### config.mk
export PLATFORM = sky130hd
export DESIGN_NAME = ddr2_traffic_gen_flat
export DESIGN_NICKNAME = d
export VERILOG_FILES = /design/src/rtl/ddr2_traffic_gen_pkg.sv /design/src/rtl/ddr2_traffic_gen_if.sv /design/src/rtl/tg_lfsr16.sv /design/src/rtl/ddr2_traffic_gen.sv /design/src/flat_wrapper.sv
export SDC_FILE = /design/constraint.sdc
export NUM_CORES = 1
export LEC_CHECK = 0
export CORE_ASPECT_RATIO = 1.2
export CORE_MARGIN = 2
export CORE_UTILIZATION = 55
export CTS_CLUSTER_SIZE = 16
export DETAILED_ROUTE_END_ITERATION = 10
export DONT_BUFFER_PORTS = 1
export PLACE_DENSITY = 0.71
export SYNTH_ARGS = -nofsm -noshare
export SYNTH_HDL_FRONTEND = slang
export SYNTH_SLANG_ARGS = --single-unit
### constraint.sdc
create_clock -name clk -period 4.9 [get_ports clk]
set_clock_uncertainty 0.15 [all_clocks]
set_input_delay 0.98 -clock clk [delete_from_list [all_inputs] [get_ports clk]]
set_output_delay 0.98 -clock clk [all_outputs]
set_load 0.05 [all_outputs]
### src/rtl/ddr2_traffic_gen_pkg.sv
`default_nettype none
// ============================================================================
// Module   : ddr2_tg_pkg
// Purpose  : Shared command encodings, FSM state type and data-LFSR helper
//            for the DDR2 traffic generator.
// Revision : 1.0 - initial release
// ============================================================================
package ddr2_tg_pkg;

  localparam logic [2:0] CMD_NOP = 3'b000;
  localparam logic [2:0] CMD_SCR = 3'b001;
  localparam logic [2:0] CMD_SCW = 3'b010;

  typedef enum logic [2:0] {
    IDLE     = 3'd0,
    WAIT_RDY = 3'd1,
    WRITE    = 3'd2,
    READ     = 3'd3,
    DRAIN    = 3'd4,
    DONE     = 3'd5
  } tg_state_e;

  // Galois form of x^16 + x^14 + x^13 + x^11 + 1
  localparam logic [15:0] LFSR_POLY = 16'hB400;

  function automatic logic [15:0] lfsr_next(input logic [15:0] v);
    return v[0] ? ((v >> 1) ^ LFSR_POLY) : (v >> 1);
  endfunction

endpackage
`default_nettype wire

### src/rtl/ddr2_traffic_gen_if.sv
`default_nettype none
// ============================================================================
// Module   : ddr2_traffic_gen_if
// Purpose  : Host-side bus between the traffic generator (master) and the
//            DDR2 controller (slave).
// Revision : 1.0 - initial release
// ============================================================================
interface ddr2_traffic_gen_if;
  logic [2:0]  cmd;
  logic [1:0]  sz;
  logic [2:0]  op;
  logic [15:0] din;
  logic [24:0] addr;
  logic        fetching;
  logic        ready;
  logic        notfull;
  logic [6:0]  fillcount;
  logic [15:0] dout;
  logic [24:0] raddr;
  logic        validout;

  modport master (
    output cmd, sz, op, din, addr, fetching,
    input  ready, notfull, fillcount, dout, raddr, validout
  );

  modport slave (
    input  cmd, sz, op, din, addr, fetching,
    output ready, notfull, fillcount, dout, raddr, validout
  );
endinterface
`default_nettype wire

### src/rtl/tg_lfsr16.sv
`default_nettype none
// ============================================================================
// Module   : tg_lfsr16
// Purpose  : 16-bit Galois LFSR with synchronous load and step enable.
// Revision : 1.0 - initial release
// ============================================================================
module tg_lfsr16
  import ddr2_tg_pkg::*;
#(
  parameter logic [15:0] RESET_VAL = 16'hACE1
) (
  input  logic        clk,
  input  logic        rst_n,
  input  logic        load_i,
  input  logic        step_i,
  input  logic [15:0] seed_i,
  output logic [15:0] value_o
);

  logic [15:0] value_q;
  logic [15:0] value_d;

  // Load has priority over stepping
  always_comb begin
    value_d = value_q;
    if (load_i)      value_d = seed_i;
    else if (step_i) value_d = lfsr_next(value_q);
  end

  // LFSR state register
  always_ff @(posedge clk or negedge rst_n) begin
    if (!rst_n) value_q <= RESET_VAL;
    else        value_q <= value_d;
  end

  assign value_o = value_q;

endmodule
`default_nettype wire

### src/rtl/ddr2_traffic_gen.sv
`default_nettype none
// ============================================================================
// Module   : ddr2_traffic_gen
// Purpose  : Write pass then read-back pass over one address sequence, with
//            FIFO flow control, outstanding-read limit and data checking.
// Revision : 1.0 - initial release
// ============================================================================
module ddr2_traffic_gen
  import ddr2_tg_pkg::*;
#(
  parameter int unsigned NUM_WORDS       = 64,
  parameter logic [24:0] BASE_ADDR       = 25'h0,
  parameter int unsigned ADDR_STRIDE     = 1,
  parameter int unsigned FILL_THRESHOLD  = 60,
  parameter int unsigned MAX_OUTSTANDING = 16,
  parameter logic [15:0] LFSR_SEED       = 16'hACE1,
  parameter int unsigned DRAIN_TIMEOUT   = 4096
) (
  input  logic               clk,
  input  logic               rst_n,
  input  logic               start_i,
  input  logic               reverse_i,
  ddr2_traffic_gen_if.master ctl,
  output logic               busy_o,
  output logic               done_o,
  output logic               pass_o,
  output logic [15:0]        err_count_o,
  output logic [24:0]        first_err_addr_o
);

  localparam logic [2:0]  S_IDLE     = IDLE;
  localparam logic [2:0]  S_WAIT_RDY = WAIT_RDY;
  localparam logic [2:0]  S_WRITE    = WRITE;
  localparam logic [2:0]  S_READ     = READ;
  localparam logic [2:0]  S_DRAIN    = DRAIN;
  localparam logic [2:0]  S_DONE     = DONE;
  localparam logic [20:0] C_LAST_IDX = 21'(NUM_WORDS - 1);
  localparam logic [24:0] C_STRIDE   = 25'(ADDR_STRIDE);

  function automatic logic [24:0] next_addr(input logic [24:0] a, input logic rev);
    return rev ? (a - C_STRIDE) : (a + C_STRIDE);
  endfunction

  logic [2:0]  state_q,  state_d;
  logic        rev_q,    rev_d;
  logic [20:0] idx_q,    idx_d;
  logic [24:0] cur_q,    cur_d;
  logic [24:0] exp_q,    exp_d;
  logic [15:0] outst_q,  outst_d;
  logic [31:0] tmo_q,    tmo_d;
  logic [2:0]  cmd_q,    cmd_d;
  logic [15:0] din_q,    din_d;
  logic [24:0] addr_q,   addr_d;
  logic [15:0] err_q,    err_d;
  logic [24:0] ferr_q,   ferr_d;
  logic        pass_q,   pass_d;

  logic [15:0] w_gen_val;
  logic [15:0] w_chk_val;
  logic        w_can_issue;
  logic        w_wr_issue;
  logic        w_rd_issue;
  logic        w_fetching;
  logic        w_ret;
  logic        w_ret_ok;
  logic        w_mismatch;
  logic        w_enter_read;

  assign w_fetching   = (state_q == S_READ) || (state_q == S_DRAIN);
  assign w_can_issue  = ctl.notfull && (32'(ctl.fillcount) < FILL_THRESHOLD);
  assign w_wr_issue   = (state_q == S_WRITE) && w_can_issue;
  assign w_rd_issue   = (state_q == S_READ) && w_can_issue && (32'(outst_q) < MAX_OUTSTANDING);
  assign w_ret        = ctl.validout && w_fetching;
  assign w_ret_ok     = w_ret && (outst_q != 16'd0);
  assign w_mismatch   = w_ret && ((outst_q == 16'd0) || (ctl.dout != w_chk_val) ||
                                  (ctl.raddr != exp_q));
  assign w_enter_read = w_wr_issue && (idx_q == C_LAST_IDX);

  // Generator LFSR: reseeded on every accepted start, advances per write
  tg_lfsr16 #(.RESET_VAL(LFSR_SEED)) u_gen_lfsr (
    .clk     (clk),
    .rst_n   (rst_n),
    .load_i  (start_i && ((state_q == S_IDLE) || (state_q == S_DONE))),
    .step_i  (w_wr_issue),
    .seed_i  (LFSR_SEED),
    .value_o (w_gen_val)
  );

  // Checker LFSR: reseeded on read-pass entry, advances per returned word
  tg_lfsr16 #(.RESET_VAL(LFSR_SEED)) u_chk_lfsr (
    .clk     (clk),
    .rst_n   (rst_n),
    .load_i  (w_enter_read),
    .step_i  (w_ret),
    .seed_i  (LFSR_SEED),
    .value_o (w_chk_val)
  );

  // Sequencing FSM, command issue, outstanding tracking and result checking
  always_comb begin
    state_d = state_q;
    rev_d   = rev_q;
    idx_d   = idx_q;
    cur_d   = cur_q;
    exp_d   = exp_q;
    outst_d = outst_q;
    tmo_d   = tmo_q;
    cmd_d   = CMD_NOP;
    din_d   = din_q;
    addr_d  = addr_q;
    err_d   = err_q;
    ferr_d  = ferr_q;
    pass_d  = pass_q;
    case (state_q)
      S_IDLE, S_DONE: begin
        if (start_i) begin
          state_d = S_WAIT_RDY;
          rev_d   = reverse_i;
          idx_d   = 21'd0;
          cur_d   = BASE_ADDR;
          outst_d = 16'd0;
          tmo_d   = 32'd0;
          err_d   = 16'd0;
          ferr_d  = 25'd0;
          pass_d  = 1'b0;
        end
      end
      S_WAIT_RDY: begin
        if (ctl.ready) state_d = S_WRITE;
      end
      S_WRITE: begin
        if (w_wr_issue) begin
          cmd_d  = CMD_SCW;
          din_d  = w_gen_val;
          addr_d = cur_q;
          if (w_enter_read) begin
            state_d = S_READ;
            idx_d   = 21'd0;
            cur_d   = BASE_ADDR;
            exp_d   = BASE_ADDR;
          end else begin
            idx_d = idx_q + 21'd1;
            cur_d = next_addr(cur_q, rev_q);
          end
        end
      end
      S_READ: begin
        if (w_rd_issue) begin
          cmd_d  = CMD_SCR;
          addr_d = cur_q;
          if (idx_q == C_LAST_IDX) begin
            state_d = S_DRAIN;
            tmo_d   = 32'd0;
          end else begin
            idx_d = idx_q + 21'd1;
            cur_d = next_addr(cur_q, rev_q);
          end
        end
      end
      S_DRAIN: begin
        tmo_d = tmo_q + 32'd1;
        if (outst_q == 16'd0) begin
          state_d = S_DONE;
          pass_d  = (err_q == 16'd0);
        end else if (tmo_q == DRAIN_TIMEOUT - 1) begin
          state_d = S_DONE;
          pass_d  = 1'b0;
        end
      end
      default: state_d = S_IDLE;
    endcase

    // A simultaneous issue and return cancel out; returns never underflow
    if (w_rd_issue && !w_ret_ok)      outst_d = outst_q + 16'd1;
    else if (!w_rd_issue && w_ret_ok) outst_d = outst_q - 16'd1;

    if (w_ret) exp_d = next_addr(exp_q, rev_q);

    if (w_mismatch) begin
      if (err_q != 16'hFFFF) err_d  = err_q + 16'd1;
      if (err_q == 16'd0)    ferr_d = ctl.raddr;
    end
  end

  // State and output registers
  always_ff @(posedge clk or negedge rst_n) begin
    if (!rst_n) begin
      state_q <= S_IDLE;
      rev_q   <= 1'b0;
      idx_q   <= 21'd0;
      cur_q   <= 25'd0;
      exp_q   <= 25'd0;
      outst_q <= 16'd0;
      tmo_q   <= 32'd0;
      cmd_q   <= CMD_NOP;
      din_q   <= 16'd0;
      addr_q  <= 25'd0;
      err_q   <= 16'd0;
      ferr_q  <= 25'd0;
      pass_q  <= 1'b0;
    end else begin
      state_q <= state_d;
      rev_q   <= rev_d;
      idx_q   <= idx_d;
      cur_q   <= cur_d;
      exp_q   <= exp_d;
      outst_q <= outst_d;
      tmo_q   <= tmo_d;
      cmd_q   <= cmd_d;
      din_q   <= din_d;
      addr_q  <= addr_d;
      err_q   <= err_d;
      ferr_q  <= ferr_d;
      pass_q  <= pass_d;
    end
  end

  assign ctl.cmd          = cmd_q;
  assign ctl.sz           = 2'b00;
  assign ctl.op           = 3'b000;
  assign ctl.din          = din_q;
  assign ctl.addr         = addr_q;
  assign ctl.fetching     = w_fetching;
  assign busy_o           = (state_q != S_IDLE) && (state_q != S_DONE);
  assign done_o           = (state_q == S_DONE);
  assign pass_o           = pass_q;
  assign err_count_o      = err_q;
  assign first_err_addr_o = ferr_q;

endmodule
`default_nettype wire
### src/flat_wrapper.sv
// flat-port wrapper written by rule: the top's interface ports become plain ports
module ddr2_traffic_gen_flat import ddr2_tg_pkg::*;
#(
  parameter int unsigned NUM_WORDS       = 64,
  parameter logic [24:0] BASE_ADDR       = 25'h0,
  parameter int unsigned ADDR_STRIDE     = 1,
  parameter int unsigned FILL_THRESHOLD  = 60,
  parameter int unsigned MAX_OUTSTANDING = 16,
  parameter logic [15:0] LFSR_SEED       = 16'hACE1,
  parameter int unsigned DRAIN_TIMEOUT   = 4096
)
  (clk, rst_n, start_i, reverse_i, busy_o, done_o, pass_o, err_count_o, first_err_addr_o, ctl_cmd, ctl_sz, ctl_op, ctl_din, ctl_addr, ctl_fetching, ctl_ready, ctl_notfull, ctl_fillcount, ctl_dout, ctl_raddr, ctl_validout);
  ddr2_traffic_gen_if ctl_i ();
  input  logic clk;
  input  logic rst_n;
  input  logic start_i;
  input  logic reverse_i;
  output logic busy_o;
  output logic done_o;
  output logic pass_o;
  output logic [15:0] err_count_o;
  output logic [24:0] first_err_addr_o;
  output wire logic [$bits(ctl_i.cmd)-1:0] ctl_cmd;
  output wire logic [$bits(ctl_i.sz)-1:0] ctl_sz;
  output wire logic [$bits(ctl_i.op)-1:0] ctl_op;
  output wire logic [$bits(ctl_i.din)-1:0] ctl_din;
  output wire logic [$bits(ctl_i.addr)-1:0] ctl_addr;
  output wire logic [$bits(ctl_i.fetching)-1:0] ctl_fetching;
  input wire logic [$bits(ctl_i.ready)-1:0] ctl_ready;
  input wire logic [$bits(ctl_i.notfull)-1:0] ctl_notfull;
  input wire logic [$bits(ctl_i.fillcount)-1:0] ctl_fillcount;
  input wire logic [$bits(ctl_i.dout)-1:0] ctl_dout;
  input wire logic [$bits(ctl_i.raddr)-1:0] ctl_raddr;
  input wire logic [$bits(ctl_i.validout)-1:0] ctl_validout;
  assign ctl_cmd = ctl_i.cmd;
  assign ctl_sz = ctl_i.sz;
  assign ctl_op = ctl_i.op;
  assign ctl_din = ctl_i.din;
  assign ctl_addr = ctl_i.addr;
  assign ctl_fetching = ctl_i.fetching;
  assign ctl_i.ready = ctl_ready;
  assign ctl_i.notfull = ctl_notfull;
  assign ctl_i.fillcount = ctl_fillcount;
  assign ctl_i.dout = ctl_dout;
  assign ctl_i.raddr = ctl_raddr;
  assign ctl_i.validout = ctl_validout;
  ddr2_traffic_gen #(.NUM_WORDS(NUM_WORDS), .BASE_ADDR(BASE_ADDR), .ADDR_STRIDE(ADDR_STRIDE), .FILL_THRESHOLD(FILL_THRESHOLD), .MAX_OUTSTANDING(MAX_OUTSTANDING), .LFSR_SEED(LFSR_SEED), .DRAIN_TIMEOUT(DRAIN_TIMEOUT)) u_core (.clk(clk), .rst_n(rst_n), .start_i(start_i), .reverse_i(reverse_i), .ctl(ctl_i), .busy_o(busy_o), .done_o(done_o), .pass_o(pass_o), .err_count_o(err_count_o), .first_err_addr_o(first_err_addr_o));
endmodule
======== After elaboration in Yosys (flattened, before gate mapping) ========
Cells that the tools add are included.
word-level totals
  register bits ........................... 241
  word-level logic and storage cells ...... 149
  output and inout bits ................... 94
cells by class
  order comparisons ....................... 2
  bitwise logic cells ..................... 2
  multiplexer cells ....................... 59
  add/subtract/negate cells ............... 9
  reductions and logical operators ........ 43
  equality and inequality tests ........... 19
operators by type and width
  operator                                                     count
  two-way mux 25 bit                                           17
  two-way mux 16 bit                                           14
  two-way mux 21 bit                                           5
  two-way mux 32 bit                                           3
  case mux 32 bit (3 select lines)                             1
  case mux 25 bit (3 select lines)                             1
  case mux 21 bit (3 select lines)                             1
  adder 25 x 1 -> 25 bit, second input constant                2
  case mux 25 bit (2 select lines)                             1
  subtractor 25 x 1 -> 25 bit, second input constant           2
  adder 16 x 1 -> 16 bit, second input constant                2
  adder 32 x 1 -> 32 bit, second input constant                1
  equality test 32 x 12 -> 1 bit, second input constant        1
  zero test 16 bit                                             2
  inequality test 25 bit                                       1
  two-way mux 3 bit                                            8
  adder 21 x 1 -> 21 bit, second input constant                1
  equality test 21 x 6 -> 1 bit, second input constant         1
  less-than comparator 16 x 5 -> 1 bit, second input constant  1
  inequality test 16 bit                                       1
  inequality test 16 bit, second input constant                1
  nonzero test 16 bit                                          1
  subtractor 16 x 1 -> 16 bit, second input constant           1
  case mux 3 bit (5 select lines)                              1
  24 further kinds                                             64

======== Logic depth before layout (Yosys ltp) ========
  word-level depth ........................ 8
  mapped depth ............................ 12
  mapped depth without buffers ............ 11

======== Cells and area by module ========
Synthesis repeated with hierarchy kept, for this count alone.
unflattened totals
  cell total of the unflattened synthesis .. 1544
  area total of the unflattened synthesis .. 13994.7 µm²
modules (own cells, without submodules)
  module            cells an instance  seq. area each (µm²)  times used  area each (µm²)
  ddr2_traffic_gen  1396               5205.0                1           12385.6
  tg_lfsr16         74                 410.4                 2           804.5

======== Worst setup path after synthesis ========
Ideal clock, no wire load.
  path kind ............................... register -> register
  from .................................... reg u_core.rev_q
  to ...................................... reg u_core.cur_q[17]
  buffers on the path ..................... 0
  stages on the path, launching flop included .. 11
  period minus slack after synthesis ...... 3.887 ns
  required time ........................... 4.629 ns
  arrival time ............................ 3.616 ns
  setup slack ............................. 1.013 ns
  cells stage by stage .................... dfrtp_1 > ha_1 > a211oi_1 > o2111ai_1 > a221oi_1 > o311ai_1 > o21a_1 > or3_1 > a31oi_1 > xnor2_1 > a22o_1
on the way
  longest elaborated chain between the ends .. 4
  elaborated cells between the ends (all ways) .. 6
  those cells by class .................... mux (6)
ends and longest elaborated chain
  item                                          RTL line                                          RTL
  start, declared                               ddr2_traffic_gen.sv:45                            logic rev_q, rev_d;
  start signal, assigned                        ddr2_traffic_gen.sv:203                           rev_q <= rev_d;
  two-way mux 25 bit *                          ddr2_traffic_gen.sv:41                            return rev ? (a - C_STRIDE) : (a + C_STRIDE);
  two-way mux 25 bit, on equally long branches  ddr2_traffic_gen.sv:151, ddr2_traffic_gen.sv:136
  two-way mux 25 bit, on equally long branches  ddr2_traffic_gen.sv:148, ddr2_traffic_gen.sv:132
  case mux 25 bit (3 select lines) *            ddr2_traffic_gen.sv:114                           case (state_q)
  end signal, assigned                          ddr2_traffic_gen.sv:205                           cur_q <= cur_d;
  end, declared                                 ddr2_traffic_gen.sv:47                            logic [24:0] cur_q, cur_d;
Every way passes the cells marked *; elsewhere a longest branch is shown, timed or not. The select of a mux whose other input is x is not followed.
A chain may end at the register's enable or synchronous reset.

======== Worst setup path after layout ========
Ends and elaborated chain as after synthesis.

==> impl_metrics.ini <==
[global_routing]
grt_max_degree = 118
grt_pass1_vias = 10053
grtUsageTotal_pct = 24.6
grt_first_pass_wirelength_mm = 51.5
grt-ovfl-total = 0
antenna_found_initial = 0

[floorplanning]
core_area_um2 = 23300
die_x_um = 145
die_h_um = 173
std_cell_rows = 61
die_area_um2 = 25100
initial_utilization_pct = 56.3
io_pins = 149

[clock_tree]
cts_resized = 0
cts.clk_slew.worst_paths_ps = 60
cts_root_buf = clkbuf_16
holdBufCountCts = 4
cts_buffers = 26
clockBufferDepth = 3
cts.sinks = 240
htreeDepth = 1
cts_tree = done
cts_setup_buffers = 0
clock_latency_ps = 530

[worst_setup_path]
crit_required_ps = 5170
crit_chain = ha_1, a211oi_1, o2111ai_1, a221oi_1, o311ai_1, o21a_1, or3_1, a31oi_1, xnor2_1, a22o_1
end_kind = flip-flop
worstSetupPathType = reg2reg
crit_path_max_fanout = 22
slowest_stage = dfrtp_2
critPathArrivalTime_ps = 4140
startpoint_type = flip-flop
cpPeakStageDelay_ps = 750

[synthesis]
yosysSeqAreaShare_pct = 45.9
synthTopCellsByCount = nand2_1 (253), dfrtp_1 (224), o21ai_0 (129)
yosysUniqueCellTypes = 63
synth_top_cell_by_area = dfrtp_1
yosysWarnings = 0
synth_top_area_share_pct = 42.7
synth_edf_count = 0
synthTopCellsByArea = dfrtp_1 (43%), nand2_1 (7.2%), ha_1 (5.0%)
ys_ff_latch = 240
synth_ff_type = dfrtp_1
async_flop_share_pct = 100
netlist_instances = 1424
synth_area_um2 = 13100
avgSynthCellArea_um2 = 9.21
yosys.cell_count.top_type = nand2_1

[final_layout]
drive_above_1_share_pct = 8.79
n_antenna_cell = 0
n_fill_cell = 1999
finish.utilization_pct = 61.8
area_growth_pct = 9.66
nets = 1523

[timing]
worstMarginPinSlew_ps = 1110
report.final.slew_viol_count = 0
setup_violations = 0
relSlewSlack_pct = 26.0
period_share_pct = 78.9
finalHoldViolCount = 0
max_freq_mhz = 259
rsz0062_at_grt = no
timing.final.ws_setup_ps = 1030
final.setup.tns_ps = 0
layout_min_cycle_time_ps = 3870

[power_and_ir_drop]
total_power_uw = 10300
p_leak_uw = 0.00679
p_per_area_nw_per_um2 = 719
peakVddDrop_uv = 402

[detailed_routing]
routed_wl_mm = 31.1
drc = 0
firstDrtPassIters = 4
vias = 10353
postRouteAntennaNets = 0
drtIter0Drc = 607
drt-vias-per-instance = 5.92
route.detailed.wl_per_inst_um = 17.8

[hold_path]
min_path_type = in2async

[place]
place_ws_ps = 1130
port_buffers = 0
gp_congestion = 0.866
dpl.hpwl_mm = 20.2

[flow_run]
max_cap_violations = 0

[status]
status = completed
cell families (layout without fill, tap and decap cells):
| kind of cell | Yosys count | after routing | share of synthesized area, % |
|---|---|---|---|
| AO/OA/AOI/OAI | 339 | 339 | 15.9 |
| flip-flops | 240 | 240 | 45.9 |
| XOR/XNOR | 124 | 124 | 8.28 |
| multiplexers | 29 | 29 | 2.49 |
| adder cells (fa/ha/maj) | 55 | 55 | 5.34 |
| other | 1 | 6 | 0.0286 |
| AND/OR/NAND/NOR | 549 | 549 | 19.3 |
| buffers and inverters | 87 | 92 | 2.69 |
flip-flops by register name, indices dropped and copies added, names as in the netlist:
signal                     flops
u_core.tmo_q                  32
u_core.ctl.addr               25
u_core.cur_q                  25
u_core.exp_q                  25
u_core.first_err_addr_o       25
u_core.idx_q                  21
u_core.ctl.din                16
u_core.err_count_o            16
u_core.outst_q                16
u_core.u_chk_lfsr.value_o     16
u_core.u_gen_lfsr.value_o     16
u_core.state_q                 3
u_core.ctl.cmd                 2
u_core.pass_o                  1
u_core.rev_q                   1
power by group:
group / internal (uW) / switching, uW
registers: 2670 / 1600
logic: 1720 / 2290
clock network: 1250 / 814
total: 5630 / 4700
area by class of cell:
class                   count  area [um^2]  area share [%]
multi-input cells        1102         6770            47.1
flip-flops and latches    240         6030            41.9
clock buffers              33          718            4.99
well taps                 315          394            2.74
repair buffers             17          193            1.34
clock inverters            15          178            1.24
inverters                  27          101           0.705
layer usage:
| layer | GRT usage (%) | vias up | wire length, um |
|---|---|---|---|
| li1 | - | 5007 | - |
| met1 | 31.7 | 5033 | 13200 |
| met2 | 41.3 | 247 | 15000 |
| met3 | 5.25 | 66 | 1910 |
| met4 | 8.95 | 0 | 1030 |
| met5 | 0 | - | 0 |
cells in the final DEF (no fill, tap or decap), types with 8 or more instances in the layout:
| cell type | count |
|---|---|
| nand2_1 | 252 |
| clkinv_2 | 10 |
| o31ai_1 | 15 |
| a21oi_1 | 72 |
| dfstp_2 | 16 |
| xor2_1 | 71 |
| inv_1 | 27 |
| nor2_1 | 101 |
| a22o_1 | 25 |
| buf_4 | 13 |
| and2_1 | 8 |
| dfrtp_1 | 223 |
| nor4_1 | 18 |
| o211ai_1 | 9 |
| nand4_1 | 23 |
| o21ai_0 | 129 |
| clkbuf_16 | 27 |
| nand3_1 | 51 |
| xnor2_1 | 53 |
| ha_1 | 52 |
| mux2_2 | 29 |
| nor3_1 | 17 |
| a21o_1 | 26 |
| a31oi_1 | 15 |
| or3_1 | 17 |
| a211oi_1 | 10 |
| and3_1 | 30 |
worst max-delay path: cells and delay by family, from the launching register on:
kind	cells	cell delay (ps)
compound gates	7	2090
simple gates	1	310
xor+xnor	1	90
flops	1	750
fa+ha+maj	1	360
final timing paths:
| kind | cells past startpoint | end | slack, ps | startpoint |
|---|---|---|---|---|
| worst max-delay path | 10 | u_core.cur_q[17] | 1030 | u_core.rev_q |
| worst min-delay path | 0 | u_core.u_gen_lfsr.value_o[10] | 140 | rst_n |
| worst max register to register | 10 | u_core.cur_q[17] | 1030 | u_core.rev_q |
| worst min register to register | 2 | u_core.u_gen_lfsr.value_o[3] | 330 | u_core.u_gen_lfsr.value_o[3] |
| max in group asynchronous | 1 | u_core.cur_q[12] | 3880 | rst_n |
| min in group clk | 2 | u_core.u_gen_lfsr.value_o[3] | 330 | u_core.u_gen_lfsr.value_o[3] |
stage by stage:
step | cell area, um^2 | std cells | hold WS (ps)
2_1_floorplan | 13100 | 1429 | 296
3_3_place_gp | 13400 | 1697 | 308
3_5_place_dp | 13400 | 1697 | 317
5_1_grt | 14400 | 1749 | 119
4_1_cts | 14400 | 1749 | 130
6_report | 14400 | 1749 | 142
Power figures use the tool's default switching activity.
